--- config.mk ---
export PLATFORM = sky130hd
export DESIGN_NAME = lmem_port_arbiter_flat
export DESIGN_NICKNAME = d
export VERILOG_FILES = /design/src/rtl/lmem_port_arbiter_if.sv /design/src/rtl/lmem_port_arbiter.sv /design/src/flat_wrapper.sv
export SDC_FILE = /design/constraint.sdc
export NUM_CORES = 1
export LEC_CHECK = 0
export CAP_MARGIN = 20
export CORE_UTILIZATION = 42
export DETAILED_ROUTE_END_ITERATION = 6
export GPL_TIMING_DRIVEN = 0
export PLACE_DENSITY = 0.9
export REMOVE_ABC_BUFFERS = 1
export SETUP_SLACK_MARGIN = 0.4
export SYNTH_ARGS = -nofsm -noshare
export SYNTH_HDL_FRONTEND = slang
export SYNTH_SLANG_ARGS = --single-unit
--- constraint.sdc ---
create_clock -name clk -period 2.93 [get_ports clk]
set_input_delay 0.4395 -clock clk [delete_from_list [all_inputs] [get_ports clk]]
set_output_delay 0.4395 -clock clk [all_outputs]
set_load 0.05 [all_outputs]
--- src/rtl/lmem_port_arbiter_if.sv ---
// Requester and memory-side signal bundle for the layer-memory port arbiter.
interface lmem_port_arbiter_if;
  logic        req0, req1;
  logic        we0, we1;
  logic        lock0, lock1;
  logic [2:0]  sel0, sel1;
  logic [11:0] addr0, addr1;
  logic [19:0] wdata0, wdata1;
  logic        gnt0, gnt1;
  logic        rvalid0, rvalid1;
  logic [19:0] rdata;
  logic [2:0]  csel;
  logic        crd, cwr;
  logic [11:0] caddr_rd, caddr_wr;
  logic [19:0] cdata_wr, cdata_rd;
  logic        sel_err;

  // arbiter side
  modport slave (
    input  req0, req1, we0, we1, lock0, lock1, sel0, sel1,
           addr0, addr1, wdata0, wdata1, cdata_rd,
    output gnt0, gnt1, rvalid0, rvalid1, rdata, csel, crd, cwr,
           caddr_rd, caddr_wr, cdata_wr, sel_err
  );

  // requesters plus memory side
  modport master (
    output req0, req1, we0, we1, lock0, lock1, sel0, sel1,
           addr0, addr1, wdata0, wdata1, cdata_rd,
    input  gnt0, gnt1, rvalid0, rvalid1, rdata, csel, crd, cwr,
           caddr_rd, caddr_wr, cdata_wr, sel_err
  );
endinterface

--- src/rtl/lmem_port_arbiter.sv ---
// Two-requester arbiter for the single layer-memory port.
// Round-robin on contention; a lock keeps ownership for a pooling window,
// bounded by LOCK_MAX grants while the other side waits.
//
// state     | meaning
// ARB_IDLE  | no owner, grant by request / round-robin pointer
// ARB_LOCK0 | requester 0 owns the port
// ARB_LOCK1 | requester 1 owns the port
module lmem_port_arbiter #(
  parameter int unsigned LOCK_MAX = 4,
  parameter logic [2:0]  SEL_L0   = 3'b001,
  parameter logic [2:0]  SEL_L1   = 3'b011
) (
  input logic               clk,
  input logic               reset,
  lmem_port_arbiter_if.slave bus
);
  localparam int CW = $clog2(LOCK_MAX + 1);
  localparam logic [CW-1:0] CNT_MAX = CW'(LOCK_MAX);

  typedef enum logic [1:0] {ARB_IDLE, ARB_LOCK0, ARB_LOCK1} arb_state_e;

  arb_state_e    state_q, state_d;
  logic          rr_ptr_q, rr_ptr_d;
  logic [CW-1:0] lock_cnt_q, lock_cnt_d;

  logic          crd_q, crd_d, cwr_q, cwr_d;
  logic [2:0]    csel_q, csel_d;
  logic [11:0]   caddr_rd_q, caddr_rd_d, caddr_wr_q, caddr_wr_d;
  logic [19:0]   cdata_wr_q, cdata_wr_d;
  logic          sel_err_q, sel_err_d;
  logic          rd_pend_q, rd_pend_d, rd_own_q, rd_own_d, rd_ill_q, rd_ill_d;
  logic          rvalid0_q, rvalid0_d, rvalid1_q, rvalid1_d;
  logic [19:0]   rdata_q, rdata_d;

  logic          gnt0_c, gnt1_c, gnt_any;
  logic          own1, own_req, own_lock, oth_req;
  logic          g_we, g_legal;
  logic [2:0]    g_sel;
  logic [11:0]   g_addr;
  logic [19:0]   g_wdata;

  // grant decision and next arbitration state
  always_comb begin
    state_d    = state_q;
    rr_ptr_d   = rr_ptr_q;
    lock_cnt_d = lock_cnt_q;
    gnt0_c     = 1'b0;
    gnt1_c     = 1'b0;
    own1       = (state_q == ARB_LOCK1);
    own_req    = own1 ? bus.req1  : bus.req0;
    own_lock   = own1 ? bus.lock1 : bus.lock0;
    oth_req    = own1 ? bus.req0  : bus.req1;
    case (state_q)
      ARB_IDLE: begin
        if (bus.req0 && bus.req1) begin
          gnt0_c   = ~rr_ptr_q;
          gnt1_c   = rr_ptr_q;
          rr_ptr_d = ~rr_ptr_q;
        end else begin
          gnt0_c = bus.req0;
          gnt1_c = bus.req1;
        end
        if ((gnt0_c && bus.lock0) || (gnt1_c && bus.lock1)) begin
          state_d    = gnt1_c ? ARB_LOCK1 : ARB_LOCK0;
          lock_cnt_d = CW'(1);
        end
      end
      ARB_LOCK0, ARB_LOCK1: begin
        if (lock_cnt_q == CNT_MAX && oth_req) begin
          // starvation limit: drop the lock without granting this cycle
          state_d    = ARB_IDLE;
          rr_ptr_d   = ~own1;
          lock_cnt_d = '0;
        end else if (own_req) begin
          gnt0_c = ~own1;
          gnt1_c = own1;
          if (own_lock) begin
            if (lock_cnt_q != CNT_MAX) lock_cnt_d = lock_cnt_q + CW'(1);
          end else begin
            state_d    = ARB_IDLE;
            rr_ptr_d   = ~own1;
            lock_cnt_d = '0;
          end
        end else begin
          state_d    = ARB_IDLE;
          lock_cnt_d = '0;
        end
      end
      default: begin
        state_d    = ARB_IDLE;
        lock_cnt_d = '0;
      end
    endcase
  end

  // memory-side request for next cycle and read-return pipeline
  always_comb begin
    gnt_any    = gnt0_c | gnt1_c;
    g_we       = gnt1_c ? bus.we1    : bus.we0;
    g_sel      = gnt1_c ? bus.sel1   : bus.sel0;
    g_addr     = gnt1_c ? bus.addr1  : bus.addr0;
    g_wdata    = gnt1_c ? bus.wdata1 : bus.wdata0;
    g_legal    = (g_sel == SEL_L0) || (g_sel == SEL_L1);
    crd_d      = gnt_any & ~g_we & g_legal;
    cwr_d      = gnt_any & g_we & g_legal;
    csel_d     = (gnt_any && g_legal) ? g_sel : 3'b000;
    caddr_rd_d = crd_d ? g_addr : caddr_rd_q;
    caddr_wr_d = cwr_d ? g_addr : caddr_wr_q;
    cdata_wr_d = cwr_d ? g_wdata : '0;
    sel_err_d  = sel_err_q | (gnt_any & ~g_legal);
    // illegal-sel reads still return a beat so the requester never hangs
    rd_pend_d  = gnt_any & ~g_we;
    rd_own_d   = gnt1_c;
    rd_ill_d   = ~g_legal;
    rvalid0_d  = rd_pend_q & ~rd_own_q;
    rvalid1_d  = rd_pend_q & rd_own_q;
    rdata_d    = rd_pend_q ? (rd_ill_q ? 20'h0 : bus.cdata_rd) : rdata_q;
  end

  // all state registers
  always_ff @(posedge clk or negedge reset) begin
    if (!reset) begin
      state_q    <= ARB_IDLE;
      rr_ptr_q   <= 1'b0;
      lock_cnt_q <= '0;
      crd_q      <= 1'b0;
      cwr_q      <= 1'b0;
      csel_q     <= 3'b000;
      caddr_rd_q <= '0;
      caddr_wr_q <= '0;
      cdata_wr_q <= '0;
      sel_err_q  <= 1'b0;
      rd_pend_q  <= 1'b0;
      rd_own_q   <= 1'b0;
      rd_ill_q   <= 1'b0;
      rvalid0_q  <= 1'b0;
      rvalid1_q  <= 1'b0;
      rdata_q    <= '0;
    end else begin
      state_q    <= state_d;
      rr_ptr_q   <= rr_ptr_d;
      lock_cnt_q <= lock_cnt_d;
      crd_q      <= crd_d;
      cwr_q      <= cwr_d;
      csel_q     <= csel_d;
      caddr_rd_q <= caddr_rd_d;
      caddr_wr_q <= caddr_wr_d;
      cdata_wr_q <= cdata_wr_d;
      sel_err_q  <= sel_err_d;
      rd_pend_q  <= rd_pend_d;
      rd_own_q   <= rd_own_d;
      rd_ill_q   <= rd_ill_d;
      rvalid0_q  <= rvalid0_d;
      rvalid1_q  <= rvalid1_d;
      rdata_q    <= rdata_d;
    end
  end

  // grants are combinational but held off while reset is asserted
  assign bus.gnt0     = gnt0_c & reset;
  assign bus.gnt1     = gnt1_c & reset;
  assign bus.rvalid0  = rvalid0_q;
  assign bus.rvalid1  = rvalid1_q;
  assign bus.rdata    = rdata_q;
  assign bus.csel     = csel_q;
  assign bus.crd      = crd_q;
  assign bus.cwr      = cwr_q;
  assign bus.caddr_rd = caddr_rd_q;
  assign bus.caddr_wr = caddr_wr_q;
  assign bus.cdata_wr = cdata_wr_q;
  assign bus.sel_err  = sel_err_q;
endmodule

--- src/flat_wrapper.sv ---
// flat-port wrapper written by rule: the top's interface ports become plain ports
module lmem_port_arbiter_flat 
#(
  parameter int unsigned LOCK_MAX = 4,
  parameter logic [2:0]  SEL_L0   = 3'b001,
  parameter logic [2:0]  SEL_L1   = 3'b011
)
  (clk, reset, bus_req0, bus_req1, bus_we0, bus_we1, bus_lock0, bus_lock1, bus_sel0, bus_sel1, bus_addr0, bus_addr1, bus_wdata0, bus_wdata1, bus_cdata_rd, bus_gnt0, bus_gnt1, bus_rvalid0, bus_rvalid1, bus_rdata, bus_csel, bus_crd, bus_cwr, bus_caddr_rd, bus_caddr_wr, bus_cdata_wr, bus_sel_err);
  lmem_port_arbiter_if bus_i ();
  input logic clk;
  input logic reset;
  input wire logic [$bits(bus_i.req0)-1:0] bus_req0;
  input wire logic [$bits(bus_i.req1)-1:0] bus_req1;
  input wire logic [$bits(bus_i.we0)-1:0] bus_we0;
  input wire logic [$bits(bus_i.we1)-1:0] bus_we1;
  input wire logic [$bits(bus_i.lock0)-1:0] bus_lock0;
  input wire logic [$bits(bus_i.lock1)-1:0] bus_lock1;
  input wire logic [$bits(bus_i.sel0)-1:0] bus_sel0;
  input wire logic [$bits(bus_i.sel1)-1:0] bus_sel1;
  input wire logic [$bits(bus_i.addr0)-1:0] bus_addr0;
  input wire logic [$bits(bus_i.addr1)-1:0] bus_addr1;
  input wire logic [$bits(bus_i.wdata0)-1:0] bus_wdata0;
  input wire logic [$bits(bus_i.wdata1)-1:0] bus_wdata1;
  input wire logic [$bits(bus_i.cdata_rd)-1:0] bus_cdata_rd;
  output wire logic [$bits(bus_i.gnt0)-1:0] bus_gnt0;
  output wire logic [$bits(bus_i.gnt1)-1:0] bus_gnt1;
  output wire logic [$bits(bus_i.rvalid0)-1:0] bus_rvalid0;
  output wire logic [$bits(bus_i.rvalid1)-1:0] bus_rvalid1;
  output wire logic [$bits(bus_i.rdata)-1:0] bus_rdata;
  output wire logic [$bits(bus_i.csel)-1:0] bus_csel;
  output wire logic [$bits(bus_i.crd)-1:0] bus_crd;
  output wire logic [$bits(bus_i.cwr)-1:0] bus_cwr;
  output wire logic [$bits(bus_i.caddr_rd)-1:0] bus_caddr_rd;
  output wire logic [$bits(bus_i.caddr_wr)-1:0] bus_caddr_wr;
  output wire logic [$bits(bus_i.cdata_wr)-1:0] bus_cdata_wr;
  output wire logic [$bits(bus_i.sel_err)-1:0] bus_sel_err;
  assign bus_i.req0 = bus_req0;
  assign bus_i.req1 = bus_req1;
  assign bus_i.we0 = bus_we0;
  assign bus_i.we1 = bus_we1;
  assign bus_i.lock0 = bus_lock0;
  assign bus_i.lock1 = bus_lock1;
  assign bus_i.sel0 = bus_sel0;
  assign bus_i.sel1 = bus_sel1;
  assign bus_i.addr0 = bus_addr0;
  assign bus_i.addr1 = bus_addr1;
  assign bus_i.wdata0 = bus_wdata0;
  assign bus_i.wdata1 = bus_wdata1;
  assign bus_i.cdata_rd = bus_cdata_rd;
  assign bus_gnt0 = bus_i.gnt0;
  assign bus_gnt1 = bus_i.gnt1;
  assign bus_rvalid0 = bus_i.rvalid0;
  assign bus_rvalid1 = bus_i.rvalid1;
  assign bus_rdata = bus_i.rdata;
  assign bus_csel = bus_i.csel;
  assign bus_crd = bus_i.crd;
  assign bus_cwr = bus_i.cwr;
  assign bus_caddr_rd = bus_i.caddr_rd;
  assign bus_caddr_wr = bus_i.caddr_wr;
  assign bus_cdata_wr = bus_i.cdata_wr;
  assign bus_sel_err = bus_i.sel_err;
  lmem_port_arbiter #(.LOCK_MAX(LOCK_MAX), .SEL_L0(SEL_L0), .SEL_L1(SEL_L1)) u_core (.clk(clk), .reset(reset), .bus(bus_i));
endmodule
==> results.sh, run 1 <==
export IMPL_status="finished, final reports clean"
export IMPL_slew_limit_headroom=0.461
export IMPL_clkLatencyLatePin_ns=0.34
export IMPL_required_ns=2.49
export IMPL_first_pass_grt_wire_length_um=15500
export IMPL_maxSlewViolCount=0
export IMPL_fillers=659
export IMPL_holdCritPathClass="primary input to async pin"
export IMPL_maximum_buffer_depth_of_the_clock_tree=2
export IMPL_largest_net_degree_at_the_start_of_global_routing=65
export IMPL_dieArea_um2=9270
export IMPL_unrepaired_setup_endpoints_after_global_routing="yes"
export IMPL_synth_yosys_warnings=0
export IMPL_die_outline_height_um=96.3
export IMPL_leading_post_synthesis_cells_by_cell_area="dfrtp_1, a22o_1, o221a_2"
export IMPL_detailedPlace_worstSlack_ns=-0.286
export IMPL_number_of_different_library_cells_in_the_post_synthesis_netlist=47
export IMPL_netlist_area_before_placement_um2=3730
export IMPL_synth_area_per_cell_um2=11.4
export IMPL_crit_type="primary input to output port"
export IMPL_gp_congestion=0.944
export IMPL_grt_overflow_total=0
export IMPL_num_io_pins=172
export IMPL_irDropWorstVdd_uv=503
export IMPL_critical_path_peak_fanout=11
export IMPL_cts_max_level=3
export IMPL_synth_edff_count=0
export IMPL_fin_skew_ns=0.0125
export IMPL_final_count_of_hold_timing_violations=0
export IMPL_clock_tree_root_cell="clkbuf_8"
export IMPL_max_clock_freq_mhz=383
export IMPL_initial_core_util=0.430
export IMPL_drv_max_cap_violation_count=0
export IMPL_rr_worst_depth=7
export IMPL_setup_slack_ns=0.318
export IMPL_placeableCoreArea_um2=8680
export IMPL_detail_route_vias_per_cell=5.39
export IMPL_critical_path_launch_point_type="primary input"
export IMPL_x_dimension_of_the_die_um=96.3
export IMPL_drtIter0Drc=115
export IMPL_postSynth_topFlopCell="dfrtp_1"
export IMPL_number_of_vias_in_the_routed_layout=3280
export IMPL_drt_pass1_iterations=4
export IMPL_worstSetupEndpointType="output port"
export IMPL_antenna_found_initial=0
export IMPL_synth_sequential_area_ratio=0.543
export IMPL_routed_wire_length_per_instance_um=17.1
export IMPL_nets=600
export IMPL_layout_drive_gt1_share=0.110
export IMPL_clock_sink_count=81
export IMPL_post_dp_hpwl_um=7760
export IMPL_total_leakage_power_nw=2.36
export IMPL_timing_final_crit_share=0.892
export IMPL_number_of_i_o_port_buffers=171
export IMPL_totalWireLength_um=10400
export IMPL_tritoncts_num_buffers=9
export IMPL_dr_drc_count=0
export IMPL_synth_top_cell_area_share=0.543
export IMPL_fin_util=0.671
export IMPL_powerDensity_nw_per_um2=1000
export IMPL_track_usage=0.221
export IMPL_report_final_setup_viol=0
export IMPL_clkSlewWorstSetupHoldPaths_ns=0.10
export IMPL_insertedDiodeCount=0
export IMPL_route_antenna_remaining_nets=0
export IMPL_syn_instance_count=327
export IMPL_async_flop_share=1.00
export IMPL_grt_pass1_vias=3084
export IMPL_synth_seq_cells=81
export IMPL_arrival_ns=2.17
export IMPL_yosys_area_top_type="dfrtp_1"
export IMPL_placement_rows=34
export IMPL_fin_crit_ns=2.61
export IMPL_tightest_slew_ns=0.806
export IMPL_area_delta_synth_final_pct=56.0
export IMPL_cts_tree="built"
repair_timing:
action | in CTS | in global routing
gates cloned | 0 | 0
resized for setup | 8 | 8
hold buffers | 1 | 0
setup buffers | 1 | 0
setup endpoints to repair | 27 | 14
endpoints found under the hold margin | 18 | 0
worst max-delay path, stage by stage:
cell             delay [ns]
clkdlybuf4s50_1        0.68
mux2i_1                0.15
and4b_4                0.40
nor2_4                 0.06
nor3_1                 0.14
buf_2                  0.29
power by group:
group	switching, W	leakage (nW)	internal, W
registers	0.000244	1.03	0.00151
logic	0.00203	1.23	0.00120
clock network	0.000430	0.101	0.000428
state kept, by name, indices dropped and copies added (netlist names):
name and flops:
u_core.bus.caddr_rd 12, u_core.bus.caddr_wr 12, u_core.bus.cdata_wr 20, u_core.bus.crd 1, u_core.bus.csel 3, u_core.bus.cwr 1, u_core.bus.rdata 20, u_core.bus.rvalid0 1
u_core.bus.rvalid1 1, u_core.bus.sel_err 1, u_core.lock_cnt_q 3, u_core.rd_ill_q 1, u_core.rd_own_q 1, u_core.rd_pend_q 1, u_core.rr_ptr_q 1, u_core.state_q 2
layout by cell type, fill, tap and decap left out, types with 10 or more instances in the layout:
master / n
clkdlybuf4s50_1: 168
o21ai_0: 23
a22o_1: 20
inv_1: 26
nand2_1: 12
nand2b_1: 26
nand3b_1: 21
dfrtp_1: 81
o221a_2: 15
clkbuf_8: 10
cells by family after synthesis:
logic type | Yosys count | share of synthesized area
buffers and inverters | 46 | 0.0556
multiplexers | 7 | 0.0198
other | 1 | 0.00100
AO/OA/AOI/OAI | 94 | 0.205
flip-flops | 81 | 0.543
adder cells (fa/ha/maj) | 6 | 0.0201
AND/OR/NAND/NOR | 92 | 0.155
metrics by stage:
step	instances	total power, W	hold WS (ns)	instance area [µm²]	setup TNS (ns)
2_1_floorplan	307	0.00376	0.144	3620	0
3_3_place_gp	586	0.00482	0.408	5470	-141.97
3_5_place_dp	590	0.00493	0.337	5550	-4.03
4_1_cts	608	0.00581	0.0929	5790	0
5_1_grt	609	0.00612	0.0959	5820	0
6_report	609	0.00584	0.0728	5820	0
synthesized netlist by cell type, types with 3 or more instances:
cell / count
nand3b_1: 21
dfrtp_1: 81
nor2b_1: 4
buf_2: 7
ha_1: 6
nand3_1: 6
buf_4: 3
inv_1: 26
nand2b_1: 26
mux2_2: 3
clkbuf_1: 8
o21ai_0: 23
o221a_2: 15
o221a_1: 9
mux2i_1: 4
or2b_1: 4
a22o_1: 20
nand2_1: 12
a21oi_1: 8
nor2_1: 8
path summary, 6_finish.rpt:
kind | startpoint | endpoint | slack [ns]
min | reset | u_core.bus.rdata[12]$_DFFE_PN0P_ | 0.07
min reg2reg | u_core.rd_own_q$_DFF_PN0_ | u_core.bus.rvalid0$_DFF_PN0_ | 0.43
max in group asynchronous | reset | u_core.bus.caddr_rd[7]$_DFFE_PN0P_ | 1.68
min in group clk | u_core.rd_own_q$_DFF_PN0_ | u_core.bus.rvalid0$_DFF_PN0_ | 0.43
max | bus_req1 | bus_gnt1 | 0.32
max reg2reg | u_core.state_q[0]$_DFFE_PN0P_ | u_core.bus.caddr_wr[11]$_DFFE_PN0P_ | 0.51
layout make-up:
| cell class | instances | area [µm²] | share of cell area |
|---|---|---|---|
| repair buffers | 178 | 1820 | 0.312 |
| clock inverters | 6 | 73.8 | 0.0127 |
| clock buffers | 10 | 138 | 0.0236 |
| well taps | 108 | 135 | 0.0232 |
| flip-flops and latches | 81 | 2030 | 0.348 |
| inverters | 26 | 97.6 | 0.0168 |
| multi-input cells | 200 | 1540 | 0.264 |
routing by layer:
metal,GRT usage,vias up,routed length (µm)
met4,0.0721,0,174
met3,0.0474,19,771
met1,0.269,1629,4060
met2,0.388,117,5400
met5,0,-,0
li1,-,1515,-
No activity file was read; power rests on OpenSTA's default activity.
==> inputs of run 2 (changes only) <==
Settings changed: HOLD_SLACK_MARGIN set to 0.1.
==> run 2 against run 1 <==
Die area unchanged. Worst hold slack better by 0.099 ns. Register-to-register slack about the same. Clock power hardly changed. Combinational power about the same. Non-clock buffer count is 3 higher. Maximum frequency grew 0.86%. Count of clock-buffer cells in the layout stayed put. Total power increased by 0.29%. Flip-flop and latch count unchanged. Critical path depth unchanged. Largest power group unchanged.
==> results.sh, run 2 (same netlist as run 1, synthesis figures left out) <==
export IMPL_status="finished, final reports clean"
export IMPL_unrepaired_setup_endpoints_after_global_routing="yes"
export IMPL_final_count_of_hold_timing_violations=0
export IMPL_x_dimension_of_the_die_um=96.3
export IMPL_routed_wire_length_per_instance_um=17.6
export IMPL_insertedDiodeCount=0
export IMPL_required_ns=2.49
export IMPL_clock_tree_root_cell="clkbuf_8"
export IMPL_dr_drc_count=0
export IMPL_dieArea_um2=9270
export IMPL_detail_route_vias_per_cell=5.42
export IMPL_critical_path_peak_fanout=11
export IMPL_drtIter0Drc=113
export IMPL_report_final_setup_viol=0
export IMPL_cts_max_level=3
export IMPL_number_of_i_o_port_buffers=171
export IMPL_timing_final_crit_share=0.884
export IMPL_critPathLaunch="bus_req1"
export IMPL_antenna_found_initial=0
export IMPL_clkLatencyLatePin_ns=0.34
export IMPL_critical_path_launch_point_type="primary input"
export IMPL_tightest_slew_ns=0.841
export IMPL_slew_limit_headroom=0.437
export IMPL_post_dp_hpwl_um=7760
export IMPL_layout_drive_gt1_share=0.113
export IMPL_maxSlewViolCount=0
export IMPL_timing_critical_path_slowest_stage_cell="clkdlybuf4s50_1"
export IMPL_drt_pass1_iterations=4
export IMPL_die_outline_height_um=96.3
export IMPL_placeableCoreArea_um2=8680
export IMPL_drv_max_cap_violation_count=0
export IMPL_final_common_cell="clkdlybuf4s50_1"
export IMPL_finalPower_w=0.00585
export IMPL_arrival_ns=2.15
export IMPL_gp_congestion=0.944
export IMPL_holdCritPathClass="primary input to async pin"
export IMPL_number_of_vias_in_the_routed_layout=3319
export IMPL_clock_sink_count=81
export IMPL_maximum_buffer_depth_of_the_clock_tree=2
export IMPL_powerDensity_nw_per_um2=996
export IMPL_grt_overflow_total=0
export IMPL_first_pass_grt_wire_length_um=15900
export IMPL_path_cells="clkdlybuf4s50_1, mux2i_1, and4b_4, nor2_4, nor3_1, buf_2"
export IMPL_clkSlewWorstSetupHoldPaths_ns=0.09
export IMPL_fin_hold_ws_ns=0.172
export IMPL_grt_pass1_vias=3143
export IMPL_route_antenna_remaining_nets=0
export IMPL_placement_rows=34
export IMPL_worst_path_largest_cell_delay_ns=0.67
export IMPL_num_io_pins=172
export IMPL_irDropWorstVdd_uv=503
export IMPL_tritoncts_num_buffers=9
export IMPL_totalWireLength_um=10800
export IMPL_track_usage=0.229
export IMPL_largest_net_degree_at_the_start_of_global_routing=43
export IMPL_fin_crit_ns=2.59
export IMPL_most_common_layout_cells="clkdlybuf4s50_1, dfrtp_1, inv_1, nand2b_1, o21ai_0"
export IMPL_fin_skew_ns=0.0128
export IMPL_nets=603
export IMPL_reg2reg_from="u_core.state_q[0]$_DFFE_PN0P_"
export IMPL_crit_type="primary input to output port"
export IMPL_total_leakage_power_nw=2.39
export IMPL_cts_tree="built"
export IMPL_initial_core_util=0.430
export IMPL_worstSetupEndpointType="output port"
export IMPL_area_delta_synth_final_pct=57.3
export IMPL_max_clock_freq_mhz=386
export IMPL_fillers=651
run 2: changes by cell type in the layout (fill, tap and decap cells not counted):
cell / before / now
buf_12: 0 / 2
dlygate4sd3_1: 1 / 2
run 2: critical path: cells and delay by family:
kind,cells,cell delay [ns]
buffers and inverters,2,0.96
AND/OR/NAND/NOR,3,0.60
multiplexers,1,0.15
run 2: worst paths after layout:
kind | slack, ns | to | cells after the start
worst max-delay path | 0.34 | bus_gnt1 | 6
worst min-delay path | 0.17 | u_core.bus.cdata_wr[7]$_DFF_PN0_ | 3
worst max register to register | 0.52 | u_core.bus.caddr_wr[11]$_DFFE_PN0P_ | 7
worst min register to register | 0.43 | u_core.bus.rvalid0$_DFF_PN0_ | 1
max in group asynchronous | 1.65 | u_core.bus.caddr_rd[7]$_DFFE_PN0P_ | 2
min in group clk | 0.43 | u_core.bus.rvalid0$_DFF_PN0_ | 1
run 2: layout make-up:
type	instances	area, µm²	area share
clock buffer	10	138	0.0234
clock inverter	6	73.8	0.0126
inverter	26	97.6	0.0166
multi-input combinational	200	1540	0.261
sequential	81	2030	0.345
tap	108	135	0.0230
timing repair buffer	181	1870	0.318
run 2: power breakdown:
| group | switching, W | internal, W | total, W |
|---|---|---|---|
| clock network | 0.000432 | 0.000428 | 0.000860 |
| logic | 0.00203 | 0.00120 | 0.00324 |
| registers | 0.000246 | 0.00151 | 0.00176 |
run 2: repair_timing:
item	4_1_cts	5_1_grt
setup buffers	1	0
gates resized for setup	8	8
hold buffers	4	0
endpoints found under the hold margin	18	0
endpoints found under the setup margin	27	14
run 2: routing by layer:
metal,GRT usage,share of wire
met4,0.0821,0.020
met5,0,0
met2,0.400,0.52
met1,0.277,0.39
met3,0.0474,0.071
run 2: per-stage QoR:
step | TNS [ns] | instance area (µm²) | setup slack (ns) | cells | util
floorplan | 0 | 3620 | 0.228 | 307 | -
global placement | -141.97 | 5470 | -2.41 | 586 | 0.630
detailed placement | -4.03 | 5550 | -0.286 | 590 | 0.640
CTS | 0 | 5840 | 0.0344 | 611 | 0.673
global route | 0 | 5870 | 0.211 | 612 | 0.677
finish | 0 | 5870 | 0.340 | 612 | 0.677
